$ cat src/rtl/lbus_burst_gen_if.sv
// Local-bus burst generator signal bundle: request/length/address in, strobes and status out.
// master = burst generator, slave = requester/target side.
interface lbus_burst_gen_if;
  logic        req;
  logic [7:0]  len;
  logic [31:0] addr_in;
  logic        ready_n;
  logic        ack;
  logic        busy;
  logic        ads_n;
  logic        blast;
  logic [31:0] laddr;
  logic        beat;
  logic        done;
  logic        timeout;

  modport master (
    input  req, len, addr_in, ready_n,
    output ack, busy, ads_n, blast, laddr, beat, done, timeout
  );

  modport slave (
    output req, len, addr_in, ready_n,
    input  ack, busy, ads_n, blast, laddr, beat, done, timeout
  );
endinterface

$ cat src/rtl/lbus_burst_gen.sv
// Local-bus burst generator: address phase, counted data beats with wait states, fully registered outputs.
// Optional wait-state abort enabled by defining LBUS_WAIT_TIMEOUT_EN.
module lbus_burst_gen #(
  parameter int unsigned TMO_CYCLES = 64
) (
  input logic              clk,
  input logic              rst,
  lbus_burst_gen_if.master bus
);

  typedef enum logic [1:0] {S_IDLE, S_ADDR, S_DATA, S_FIN} state_t;

  state_t      state_q, state_d;
  logic [8:0]  cnt_q, cnt_d;
  logic        ack_d, busy_d, ads_n_d, blast_d, beat_d, done_d;
  logic [31:0] laddr_d;

  if (TMO_CYCLES < 2 || TMO_CYCLES > 255) begin : g_bad_tmo
    $error("lbus_burst_gen: TMO_CYCLES must be in 2..255");
  end

`ifdef LBUS_WAIT_TIMEOUT_EN
  logic [7:0] wcnt_q, wcnt_d;
  logic       abort_q, abort_d;
  logic       timeout_d;
`else
  assign bus.timeout = 1'b0;
`endif

  always_comb begin
    state_d = state_q;
    cnt_d   = cnt_q;
    ack_d   = 1'b0;
    busy_d  = bus.busy;
    ads_n_d = 1'b1;
    blast_d = bus.blast;
    laddr_d = bus.laddr;
    beat_d  = 1'b0;
    done_d  = 1'b0;
`ifdef LBUS_WAIT_TIMEOUT_EN
    wcnt_d    = wcnt_q;
    abort_d   = abort_q;
    timeout_d = 1'b0;
`endif
    unique case (state_q)
      S_IDLE: begin
        if (bus.req) begin
          state_d = S_ADDR;
          ack_d   = 1'b1;
          busy_d  = 1'b1;
          ads_n_d = 1'b0;
          laddr_d = bus.addr_in;
          // LEN=0 encodes 256 beats: the zero test supplies the 9th bit
          cnt_d   = {(bus.len == 8'd0), bus.len};
        end
      end
      S_ADDR: begin
        state_d = S_DATA;
        blast_d = (cnt_q != 9'd1);
`ifdef LBUS_WAIT_TIMEOUT_EN
        wcnt_d  = '0;
        abort_d = 1'b0;
`endif
      end
      S_DATA: begin
        if (!bus.ready_n) begin
          beat_d  = 1'b1;
          laddr_d = bus.laddr + 32'd4;
          cnt_d   = cnt_q - 9'd1;
`ifdef LBUS_WAIT_TIMEOUT_EN
          wcnt_d  = '0;
`endif
          if (cnt_q == 9'd1) begin
            state_d = S_FIN;
            blast_d = 1'b1;
          end else begin
            // BLAST is registered, so it must drop one beat early
            blast_d = (cnt_q != 9'd2);
          end
        end
`ifdef LBUS_WAIT_TIMEOUT_EN
        else if (wcnt_q == 8'(TMO_CYCLES - 1)) begin
          state_d = S_FIN;
          blast_d = 1'b1;
          abort_d = 1'b1;
        end else begin
          wcnt_d = wcnt_q + 8'd1;
        end
`endif
      end
      S_FIN: begin
        state_d = S_IDLE;
        busy_d  = 1'b0;
        done_d  = 1'b1;
        blast_d = 1'b1;
`ifdef LBUS_WAIT_TIMEOUT_EN
        timeout_d = abort_q;
        abort_d   = 1'b0;
`endif
      end
    endcase
  end

  always_ff @(posedge clk or posedge rst) begin
    if (rst) begin
      state_q   <= S_IDLE;
      cnt_q     <= '0;
      bus.ack   <= 1'b0;
      bus.busy  <= 1'b0;
      bus.ads_n <= 1'b1;
      bus.blast <= 1'b1;
      bus.laddr <= '0;
      bus.beat  <= 1'b0;
      bus.done  <= 1'b0;
`ifdef LBUS_WAIT_TIMEOUT_EN
      wcnt_q      <= '0;
      abort_q     <= 1'b0;
      bus.timeout <= 1'b0;
`endif
    end else begin
      state_q   <= state_d;
      cnt_q     <= cnt_d;
      bus.ack   <= ack_d;
      bus.busy  <= busy_d;
      bus.ads_n <= ads_n_d;
      bus.blast <= blast_d;
      bus.laddr <= laddr_d;
      bus.beat  <= beat_d;
      bus.done  <= done_d;
`ifdef LBUS_WAIT_TIMEOUT_EN
      wcnt_q      <= wcnt_d;
      abort_q     <= abort_d;
      bus.timeout <= timeout_d;
`endif
    end
  end

endmodule
$ cat src/flat_wrapper.sv
// flat-port wrapper written by rule: the top's interface ports become plain ports
module lbus_burst_gen_flat 
#(
  parameter int unsigned TMO_CYCLES = 64
)
  (clk, rst, bus_req, bus_len, bus_addr_in, bus_ready_n, bus_ack, bus_busy, bus_ads_n, bus_blast, bus_laddr, bus_beat, bus_done, bus_timeout);
  lbus_burst_gen_if bus_i ();
  input logic clk;
  input logic rst;
  input wire logic [$bits(bus_i.req)-1:0] bus_req;
  input wire logic [$bits(bus_i.len)-1:0] bus_len;
  input wire logic [$bits(bus_i.addr_in)-1:0] bus_addr_in;
  input wire logic [$bits(bus_i.ready_n)-1:0] bus_ready_n;
  output wire logic [$bits(bus_i.ack)-1:0] bus_ack;
  output wire logic [$bits(bus_i.busy)-1:0] bus_busy;
  output wire logic [$bits(bus_i.ads_n)-1:0] bus_ads_n;
  output wire logic [$bits(bus_i.blast)-1:0] bus_blast;
  output wire logic [$bits(bus_i.laddr)-1:0] bus_laddr;
  output wire logic [$bits(bus_i.beat)-1:0] bus_beat;
  output wire logic [$bits(bus_i.done)-1:0] bus_done;
  output wire logic [$bits(bus_i.timeout)-1:0] bus_timeout;
  assign bus_i.req = bus_req;
  assign bus_i.len = bus_len;
  assign bus_i.addr_in = bus_addr_in;
  assign bus_i.ready_n = bus_ready_n;
  assign bus_ack = bus_i.ack;
  assign bus_busy = bus_i.busy;
  assign bus_ads_n = bus_i.ads_n;
  assign bus_blast = bus_i.blast;
  assign bus_laddr = bus_i.laddr;
  assign bus_beat = bus_i.beat;
  assign bus_done = bus_i.done;
  assign bus_timeout = bus_i.timeout;
  lbus_burst_gen #(.TMO_CYCLES(TMO_CYCLES)) u_core (.clk(clk), .rst(rst), .bus(bus_i));
endmodule
$ cat config.mk
export PLATFORM = sky130hd
export DESIGN_NAME = lbus_burst_gen_flat
export DESIGN_NICKNAME = d
export VERILOG_FILES = /design/src/rtl/lbus_burst_gen_if.sv /design/src/rtl/lbus_burst_gen.sv /design/src/flat_wrapper.sv
export SDC_FILE = /design/constraint.sdc
export NUM_CORES = 1
export LEC_CHECK = 0
export CORE_ASPECT_RATIO = 0.75
export CORE_MARGIN = 3
export CORE_UTILIZATION = 35
export DETAILED_ROUTE_END_ITERATION = 8
export GPL_TIMING_DRIVEN = 0
export PLACE_DENSITY = 0.66
export SYNTH_ARGS = -nofsm -noshare
export SYNTH_HDL_FRONTEND = slang
export SYNTH_SLANG_ARGS = --single-unit
$ cat constraint.sdc
create_clock -name clk -period 2.2 [get_ports clk]
set_input_delay 0.44 -clock clk [delete_from_list [all_inputs] [get_ports clk]]
set_output_delay 0.44 -clock clk [all_outputs]
set_load 0.03 [all_outputs]
[After elaboration in Yosys (flattened, before gate mapping)]
Index checks and enable logic that the tools add are counted.
Cells by class
  add/subtract/negate cells: 2
  eq/ne operators: 9
  muxes and demuxes: 22
  reductions and logical operators: 9
Operators with widths (count)
  32-bit two-way mux: 2
  32-bit case mux with 2 select lines: 1
  32-bit by 3-bit adder with 32-bit output, second input constant: 1
  9-bit two-way mux: 2
  9-bit case mux with 2 select lines: 1
  1-bit two-way mux: 10
  9-bit by 1-bit == test with 1-bit output, second input constant: 1
  9-bit by 1-bit inequality test with 1-bit output, second input constant: 1
  9-bit by 2-bit inequality test with 1-bit output, second input constant: 1
  9-bit by 1-bit subtractor with 9-bit output, second input constant: 1
  8-bit zero test: 1
  2-bit case mux with 4 select lines: 1
  2-bit two-way mux: 3
  3-bit AND reduction: 2
  2-bit == test, second input constant: 2
  2-bit inequality test, second input constant: 2
  2-bit AND reduction: 2
  2-bit nonzero test: 2
  1-bit case mux with 3 select lines: 1
  3-bit nonzero test: 1
  2-bit by 1-bit == test with 1-bit output, second input constant: 1
  2-bit zero test: 1
  2-bit by 1-bit inequality test with 1-bit output, second input constant: 1
  1-bit case mux with 2 select lines: 1
Word-level totals
  register bits after elaboration: 49
  input port bits: 44
  logic and storage cells: 51

[Longest topological paths before layout]
Gate-level depths: netlist (run 1).
  depth in word-level cells: 4
  depth in mapped cells: 10

[Least setup slack after synthesis (run 1)]
Ideal clock, no wire load.
  path type: reg2reg
  from: register u_core.bus.laddr[2]
  to: register u_core.bus.laddr[26]
  setup time: 0.069 ns
  arrival time: 1.933 ns
  required time: 2.131 ns
  slack: 0.198 ns
  cell stages (with the launch flop): 7
  cell sequence: dfrtp_1 > ha_1 > nand4_1 > nor4_4 > nand4_1 > or4_1 > nand3_1
On the way
  cells in the longest elaborated chain, start to end: 3
Ends and longest elaborated chain
  from (decl): line lbus_burst_gen_if.sv:19  | output ack, busy, ads_n, blast, laddr, beat, done, timeout
  from (signal assigned): line lbus_burst_gen.sv:127  | bus.laddr <= laddr_d;
  32-bit by 3-bit adder with 32-bit output: line lbus_burst_gen.sv:68  | laddr_d = bus.laddr + 32'd4;
  32-bit two-way mux: line lbus_burst_gen.sv:66  | if (!bus.ready_n) begin
  32-bit case mux with 2 select lines: line lbus_burst_gen.sv:45  | unique case (state_q)
No other way between the ends. The select of a mux whose other input is x is not followed.
A chain may end at the register's enable or synchronous reset.

[Worst setup path in the final report (run 1)]
  from: register u_core.state_q[0]
  to: register u_core.bus.laddr[11]
On the way
  cells in the longest elaborated chain, start to end: 3
Ends and longest elaborated chain
  from (decl): line lbus_burst_gen.sv:13  | state_t state_q, state_d;
  from (signal assigned): line lbus_burst_gen.sv:121  | state_q <= state_d;
  2-bit == test or 2-bit zero test (tied branches): line lbus_burst_gen.sv:45
  2-bit inequality test (no line) or 2-bit nonzero test (tied branches)
  3-bit AND reduction (no line)
Several ways; a longest one is shown, not always the timed one.

==> reports/results.ini, run 1 <==
[power]
seqPwrFrac_pct=27.6
switchingPower_mw=3.44
p_int_mw=3.50
p_comb_share_pct=61.2
total_power_mw=6.94
peakVddDrop_v=0.000718
p_leak_nw=1.72
p_per_area_nw_per_um2=1640
p_clk_share_pct=11.2
swShare_pct=49.6

[cells_and_area]
final_cells=547
layout-drive-gt1-share_pct=12.2
diodes=0
fin_nets=493
fin_area_sq_um=4240
syn_to_final_growth_pct=39.9
final_util_pct=52.0

[hold_path]
min_path_cells=2
hold_end=u_core.bus.laddr[1]
hold_path.class=flip-flop to flip-flop
hold_start=u_core.bus.laddr[1]

[synthesis]
synthesis.area_sq_um=3030
ys_seq_elements=49
syn_nets=398
ys_top_cells_by_count=dfrtp_1 (47), a21oi_1 (37), nand2_1 (31)
synthFlopType=dfrtp_1
netlist.area_leader.share_pct=38.8
syn_inst=346
avgSynthCellArea_sq_um=8.76
yosysSeqAreaShare_pct=40.5
synth_cell_types=56
ys_warn_count=0
yosysMostFrequentCell=dfrtp_1
postSynth.asyncResetShare_pct=100
yosys-top-cells-area=dfrtp_1 (39%), a21oi_1 (6.1%), nand2_1 (3.8%)
synth_edf_count=0
yosys.area.top_type=dfrtp_1

[clock_tree]
clock_latency_ns=0.29
clock-sinks=49
path_clk_slew_ns=0.07
cts_root_buf=clkbuf_16
cts_max_level=2
cts-buffers-inserted=5
ctsLongestPathBuffers=2
cts_tree=yes

[routing]
vias=3197
routedWlPerCell_um=18.3
wl_um=10000
dr.pass1.iters=7
vias_per_cell=5.84
drc=0
drtIter0Drc=277
ant_nets=0

[timing]
slew_viol_final=0
worst_clock_skew_ns=0.00860
setup_viol=0
finalHoldViolCount=0
period_minus_slack_ns=2.10
maxSlewHeadroom_pct=59.8
timing.final.crit_share_pct=95.6
worstMarginPinSlew_ns=0.603
fin_ws_ns=0.0965
rsz0062_at_grt=yes
max_freq_mhz=475

[setup_path]
rr_worst_depth=8
cpMaxStageDelayCell=dfrtp_1
r2r_end=u_core.bus.laddr[11]
r2r_slack_ns=0.1
cp_slowest_stage_delay_ns=0.39
worstPathArrival_ns=2.33
required_ns=2.43
crit_path_start_kind=flip-flop
crit_chain=inv_1 > ha_1 > buf_2 > nand2_1 > o211ai_1 > or3_1 > o41ai_1 > a221o_1
critical_path_class=flip-flop to flip-flop
endpoint_kind=flip-flop
cp_max_fo=9
timing.rr.start=u_core.state_q[0]

[placed_design]
io_buffers=81
dp_hpwl_um=7220
dp_cells=533
dpl-instance-area_sq_um=3990
dp_slack_ns=-0.616
place_congestion=0.856

[run]
drv_cap=0

[grt]
grt_usage_pct=20.6
antenna_found_initial=0
grt_pass1_vias=3054
grt_pass1_wl_um=16000
grt_overflow=0
grt_max_degree=27

[floorplanning]
fp-row-count=28
io_pins=83
dieArea_sq_um=9830
die_h_um=86.6
core_sq_um=8160
start_util_pct=37.1
chipWidth_um=113

[status]
outcome=completed

[flip-flops by register name, summed over array words and instances, names as in the netlist]
signal / flops
u_core.bus.ack: 1
u_core.bus.ads_n: 1
u_core.bus.beat: 1
u_core.bus.blast: 1
u_core.bus.busy: 1
u_core.bus.done: 1
u_core.bus.laddr: 32
u_core.cnt_q: 9
u_core.state_q: 2
[cell type report]
class	instances	area (sq um)
fillers	780	3920
multi-input cells	265	1680
flip-flops and latches	49	1230
repair buffers	88	876
plain buffers	20	135
well taps	105	131
clock buffers	5	125
inverters	12	48.8
clock inverters	3	17.5
[routing by layer]
| layer | global-route usage [%] | wire length, um |
|---|---|---|
| met5 | 0 | 0 |
| met3 | 3.84 | 740 |
| met4 | 4.59 | 108 |
| met2 | 31.8 | 4270 |
| met1 | 30.2 | 4880 |
[how the worst max path moves through the flow]
| stage | start | to | slack (ns) | cells after the start |
|---|---|---|---|---|
| 2_1_floorplan | u_core.bus.laddr[2] | u_core.bus.laddr[26] | 0.20 | 6 |
| 6_report | u_core.state_q[0] | u_core.bus.laddr[11] | 0.1 | 8 |
| 3_5_place_dp | bus_req | u_core.cnt_q[5] | -0.62 | 8 |
| 5_1_grt | u_core.state_q[0] | u_core.cnt_q[0] | -0.04 | 9 |
| 3_3_place_gp | bus_req | u_core.cnt_q[5] | -0.63 | 8 |
| 4_1_cts | u_core.state_q[0] | u_core.bus.laddr[29] | 0.01 | 7 |
[worst max-delay path: cells and delay by family, from the launching register on]
| family | cells | cell delay, ns |
|---|---|---|
| AND/OR/NAND/NOR | 2 | 0.52 |
| adder cells (fa/ha/maj) | 1 | 0.20 |
| flip-flops | 1 | 0.39 |
| AO/OA/AOI/OAI | 3 | 0.68 |
| buffers and inverters | 2 | 0.27 |
[power groups by stage]
| stage | combinational, mW | clock, mW | sequential (mW) |
|---|---|---|---|
| after floorplan | 2.04 | 0 | 2.38 |
| after global placement | 3.95 | 0 | 1.89 |
| after detailed placement | 4.02 | 0 | 1.90 |
| after CTS | 4.07 | 0.784 | 1.89 |
| after global routing | 4.62 | 0.824 | 1.99 |
| final | 4.25 | 0.779 | 1.91 |
[kinds of logic after synthesis]
| family | count (synthesis) | synth area share [%] |
|---|---|---|
| muxes | 12 | 4.00 |
| and+or+nand+nor | 139 | 25.1 |
| adders and majority gates | 8 | 3.30 |
| DFF | 49 | 40.5 |
| AOI/OAI and AO/OA | 105 | 22.0 |
| other | 1 | 0.124 |
| buffers and inverters | 32 | 4.95 |
[metrics by stage]
step,hold WS [ns],setup TNS (ns)
3_3_place_gp,0.456,-36.36
2_1_floorplan,0.500,0
5_1_grt,0.498,-0.0619
6_report,0.479,0
4_1_cts,0.475,0
3_5_place_dp,0.460,-14.07
[what timing repair did]
action,CTS,global route
endpoints found under the hold margin,0,0
setup buffers,0,6
gates resized for setup,8,28
hold buffers,0,0
pin swaps,0,3
endpoints found under the setup margin,34,35
[layout by cell type, fill, tap and decap left out, drive strengths merged, types with 4 or more instances in the layout]
master,synthesis,routed
a21oi,37,37
a2bb2oi,4,4
a31oi,4,4
and2,5,5
and3,10,10
buf,9,18
clkbuf,11,14
clkdlybuf4s50,0,81
dfrtp,47,47
ha,8,8
inv,11,11
mux2i,11,11
nand2,31,31
nand3,21,21
nand4,15,15
nor2,24,24
nor3,10,10
nor4,7,7
o21ai,20,20
o22ai,10,10
or4,4,4
(Power assumes the default switching activity.)
==> run 2: changes to the inputs <==
clock period = 2.6 ns   (was 2.2 ns; I/O delays follow)
==> reports/results.ini, run 2 (synthesis results as in run 1) <==
[placed_design]
dpl-instance-area_sq_um=3990  ; unchanged
io_buffers=81  ; unchanged
dp_hpwl_um=7220  ; unchanged
place_congestion=0.856  ; unchanged
dp_cells=533  ; unchanged

[grt]
grt_pass1_vias=3040  ; -0.46%
grt_pass1_wl_um=16000  ; unchanged
antenna_found_initial=0  ; unchanged
grt_usage_pct=20.6  ; about the same
grt_overflow=0  ; unchanged
grt_max_degree=27  ; unchanged

[setup_path]
crit_path_start_kind=input pin
timing.rr.start=u_core.state_q[0]
cp_max_fo=19  ; +10
required_ns=2.78  ; +0.35 ns
critical_path_class=input pin to flip-flop
rr_worst_depth=8  ; unchanged
r2r_slack_ns=0.27  ; +0.17 ns
r2r_end=u_core.bus.laddr[17]
worstPathArrival_ns=2.52  ; +0.19 ns
endpoint_kind=flip-flop

[cells_and_area]
largest_reg_flops=32  ; unchanged
diodes=0  ; unchanged
fin_area_sq_um=4140  ; -2.4%
largest_register=u_core.bus.laddr
syn_to_final_growth_pct=36.5
fin_nets=486  ; -1.4%
top_regs=u_core.bus.laddr: 32 flops, u_core.cnt_q: 9 flops, u_core.state_q: 2 flops
final_cells=540  ; -1.3%
final_cell_mix=clkdlybuf4s50_1 (81), dfrtp_1 (47), a21oi_1 (37)
nFillCells=789  ; +1.2%
final_util_pct=50.7  ; -1.3 points
final_common_cell=clkdlybuf4s50_1
layout-drive-gt1-share_pct=7.82  ; -4.4 points

[floorplanning]
core_sq_um=8160  ; unchanged
fp-row-count=28  ; unchanged
dieArea_sq_um=9830  ; unchanged
chipWidth_um=113  ; unchanged
start_util_pct=37.1  ; unchanged
die_h_um=86.6  ; unchanged
io_pins=83  ; unchanged

[clock_tree]
cts_max_level=2  ; unchanged
ctsLongestPathBuffers=2  ; unchanged
clock-sinks=49  ; unchanged
clock_latency_ns=0.29  ; about the same
path_clk_slew_ns=0.07  ; about the same
postCtsHoldBufs=0  ; unchanged
cts_resized=1  ; -7
cts-buffers-inserted=5  ; unchanged
cts_tree=yes
cts_root_buf=clkbuf_16
post_cts_buffers=0  ; unchanged

[hold_path]
min_path_cells=2  ; unchanged
hold_path.class=flip-flop to flip-flop
hold_end=u_core.bus.laddr[1]
hold_start=u_core.bus.laddr[1]

[run]
drv_cap=0  ; unchanged

[timing]
finalHoldViolCount=0  ; unchanged
timing.final.crit_share_pct=90.0
rsz0062_at_grt=no
maxSlewHeadroom_pct=56.0  ; -3.8 points
final.setup.tns_ns=0  ; unchanged
worst_clock_skew_ns=0.00683  ; -0.00176 ns
worstMarginPinSlew_ns=0.658  ; +0.0550 ns
period_minus_slack_ns=2.34
setup_viol=0  ; unchanged
slew_viol_final=0  ; unchanged
max_freq_mhz=427

[power]
peakVddDrop_v=0.000617  ; -14%
p_leak_nw=1.66  ; -3.2%
total_power_mw=5.71  ; -18%
p_per_area_nw_per_um2=1380  ; -16%

[routing]
drc=0  ; unchanged
routedWlPerCell_um=18.4  ; +0.63%
ant_nets=0  ; unchanged
vias=3146  ; -1.6%
dr.pass1.iters=5  ; -2
wl_um=9940  ; -0.66%
vias_per_cell=5.83  ; -0.32%
drtIter0Drc=246  ; -11%

[status]
outcome=completed

-- run 2: power breakdown --
part           internal [mW]  total (mW)  switching (mW)
registers               1.14        1.62           0.481
logic                   1.35        3.44            2.09
clock network          0.354       0.655           0.301
-- run 2: worst max path at each step --
stage / to / slack (ns) / startpoint
after CTS: u_core.bus.laddr[16] / 0.09 / bus_req
after global routing: u_core.bus.laddr[9] / 0.06 / bus_req
after floorplan: u_core.bus.laddr[26] / 0.60 / u_core.bus.laddr[2]
after detailed placement: u_core.cnt_q[5] / -0.30 / bus_req
final: u_core.bus.laddr[18] / 0.26 / bus_req
after global placement: u_core.cnt_q[5] / -0.31 / bus_req
-- run 2: layer usage --
metal	vias to the layer above	wire length, um	part of all wire [%]	global-route usage, %
met1	1505	4840	49	30.3
met3	11	810	8.2	3.56
met4	0	89	0.90	4.59
li1	1488	-	-	-
met2	142	4200	42	31.7
met5	-	0	0	0
-- run 2: layout make-up --
class	instances	area, sq um	area share (%)
Multi-Input combinational cell	265	1650	39.9
Sequential cell	49	1230	29.7
Timing Repair Buffer	82	831	20.1
Tap cell	105	131	3.18
Clock buffer	5	125	3.02
Buffer	19	106	2.57
Inverter	12	45.0	1.09
Clock inverter	3	17.5	0.423
-- run 2: critical path, stage by stage --
cell,delay [ns]
clkdlybuf4s50_1,0.55
nand2b_1,0.26
o211a_1,0.18
buf_2,0.22
buf_2,0.42
nand4_1,0.14
a21oi_1,0.16
nor2_1,0.06
-- run 2: stage by stage --
step	hold slack (ns)	setup WS (ns)
finish	0.479	0.261
floorplan	0.500	0.598
global route	0.498	0.0640
CTS	0.475	0.0893
detailed placement	0.460	-0.296
global placement	0.456	-0.306
==> run 3: changes to the inputs <==
CTS_CLUSTER_DIAMETER = 30   (was not set)
PLACE_DENSITY = 0.69   (was 0.66)
clock period = 2.15 ns   (was 2.6 ns; I/O delays follow)
==> reports/results.ini, run 3 (synthesis results as in run 1) <==
[status]
outcome=completed

[setup_path]
crit_top_cell=nand4_1
worstPathArrival_ns=2.29  ; -0.23 ns
critPathLaunch=u_core.bus.laddr[2]
crit_path_start_kind=flip-flop
cp_slowest_stage_delay_ns=0.42  ; -0.13 ns
crit_chain=ha_2 > nand4_1 > nor4_4 > nand4_1 > or4_1 > nand3_1
cpMaxStageDelayCell=dfrtp_2
path_buf_inv=0  ; -3
timing.rr.start=u_core.bus.laddr[2]
cp_max_fo=5  ; -14
endpoint_kind=flip-flop
critical_path_class=flip-flop to flip-flop
cpLargestDelayFamily=simple AND/OR/NAND/NOR gates
required_ns=2.37  ; -0.41 ns

[timing]
worstMarginPinSlew_ns=0.593  ; -0.0648 ns
slew_viol_final=0  ; unchanged
timing.final.crit_share_pct=96.1
finalHoldViolCount=0  ; unchanged
max_freq_mhz=484
final.setup.tns_ns=0  ; unchanged
period_minus_slack_ns=2.07
rsz0062_at_grt=yes
maxSlewHeadroom_pct=60.4  ; +4.5 points
fin_hold_ws_ns=0.470  ; -0.00851 ns
worst_clock_skew_ns=0.00824  ; +0.00141 ns
setup_viol=0  ; unchanged

[grt]
grt_usage_pct=21.0  ; +0.39 points
grt_pass1_vias=3080  ; +1.3%
grt_overflow=0  ; unchanged
grt_max_degree=27  ; unchanged
grt_pass1_wl_um=16300  ; +1.9%
antenna_found_initial=0  ; unchanged

[clock_tree]
clock-sinks=49  ; unchanged
ctsLongestPathBuffers=2  ; unchanged
cts_tree=yes
cts-buffers-inserted=5  ; unchanged
cts_root_buf=clkbuf_16
postCtsHoldBufs=0  ; unchanged
path_clk_slew_ns=0.07  ; about the same
cts_max_level=2  ; unchanged
clock_latency_ns=0.29  ; about the same

[hold_path]
hold_start=u_core.bus.laddr[1]
hold_path.class=flip-flop to flip-flop

[routing]
routedWlPerCell_um=18.2  ; -1.0%
ant_nets=0  ; unchanged
vias_per_cell=5.74  ; -1.4%
vias=3147  ; +0.032%
dr.pass1.iters=5  ; unchanged
drc=0  ; unchanged
wl_um=9980  ; +0.46%
drtIter0Drc=258  ; +4.9%

[floorplanning]
start_util_pct=37.1  ; unchanged
chipWidth_um=113  ; unchanged
io_pins=83  ; unchanged
fp-row-count=28  ; unchanged
dieArea_sq_um=9830  ; unchanged
die_h_um=86.6  ; unchanged
core_sq_um=8160  ; unchanged

[cells_and_area]
diodes=0  ; unchanged
final_cell_mix=clkdlybuf4s50_1 (81), dfrtp_1 (46), a21oi_1 (37)
top_regs=u_core.bus.laddr: 32 flops, u_core.cnt_q: 9 flops, u_core.state_q: 2 flops
fin_area_sq_um=4250  ; +2.7%
layout-drive-gt1-share_pct=12.2  ; +4.4 points
largest_reg_flops=32  ; unchanged
syn_to_final_growth_pct=40.2
fin_nets=494  ; +1.6%
final_common_cell=clkdlybuf4s50_1
largest_register=u_core.bus.laddr

[placed_design]
dpl-instance-area_sq_um=3990  ; unchanged
io_buffers=81  ; unchanged
place_congestion=0.869  ; +1.6%
dp_hpwl_um=7290  ; +1.1%

[power]
p_per_area_nw_per_um2=1660  ; +20%
p_leak_nw=1.72  ; +3.4%
total_power_mw=7.05  ; +24%
peakVddDrop_v=0.000721  ; +17%

[run]
drv_cap=0  ; unchanged

[run 3: area by class of cell]
type | instances | area, sq um
buffer | 20 | 135
clock buffer | 8 | 146
fill | 766 | 3910
inverter | 12 | 48.8
multi-input combinational | 265 | 1670
sequential | 49 | 1230
tap | 105 | 131
timing repair buffer | 89 | 883
[run 3: layer usage]
metal | up-vias | track usage (%) | part of all wire [%]
met5 | - | 0 | 0
met4 | 0 | 3.82 | 1.2
met3 | 13 | 5.44 | 8.8
met2 | 153 | 30.4 | 42
met1 | 1488 | 31.8 | 48
li1 | 1493 | - | -
[run 3: path summary, 6_finish.rpt]
path / endpoint / slack (ns) / cells after the start
max: u_core.bus.laddr[26] / 0.08 / 6
min: u_core.bus.laddr[1] / 0.47 / 2
max reg2reg: u_core.bus.laddr[26] / 0.08 / 6
min reg2reg: u_core.bus.laddr[1] / 0.47 / 2
max in group asynchronous: u_core.bus.ads_n / 1.03 / 3
min in group asynchronous: u_core.cnt_q[7] / 0.51 / 2
[run 3: timing repair]
action / CTS / global route
buffers inserted: 0 / 7
pin swaps: 0 / 3
gates cloned: 0 / 0
resized for setup: 10 / 24
endpoints found under the setup margin: 35 / 39
[run 3: power by group]
group	switching [mW]	internal (mW)
registers	0.574	1.38
clock network	0.354	0.466
logic	2.54	1.74
[run 3: tightest hold or removal path, cell delays in order, from the launching register on]
cell	delay [ns]
dfrtp_1	0.34
nand2_1	0.05
nand2_1	0.04
[run 3: per-stage QoR]
| stage | setup WS, ns | std cells | util, % |
|---|---|---|---|
| after global routing | -0.0532 | 548 | 52.1 |
| after CTS | 0.00133 | 541 | 50.9 |
| after detailed placement | -0.580 | 533 | 48.9 |
| after global placement | -0.607 | 532 | 48.7 |
| after floorplan | 0.148 | 346 | - |
| final | 0.0841 | 548 | 52.1 |
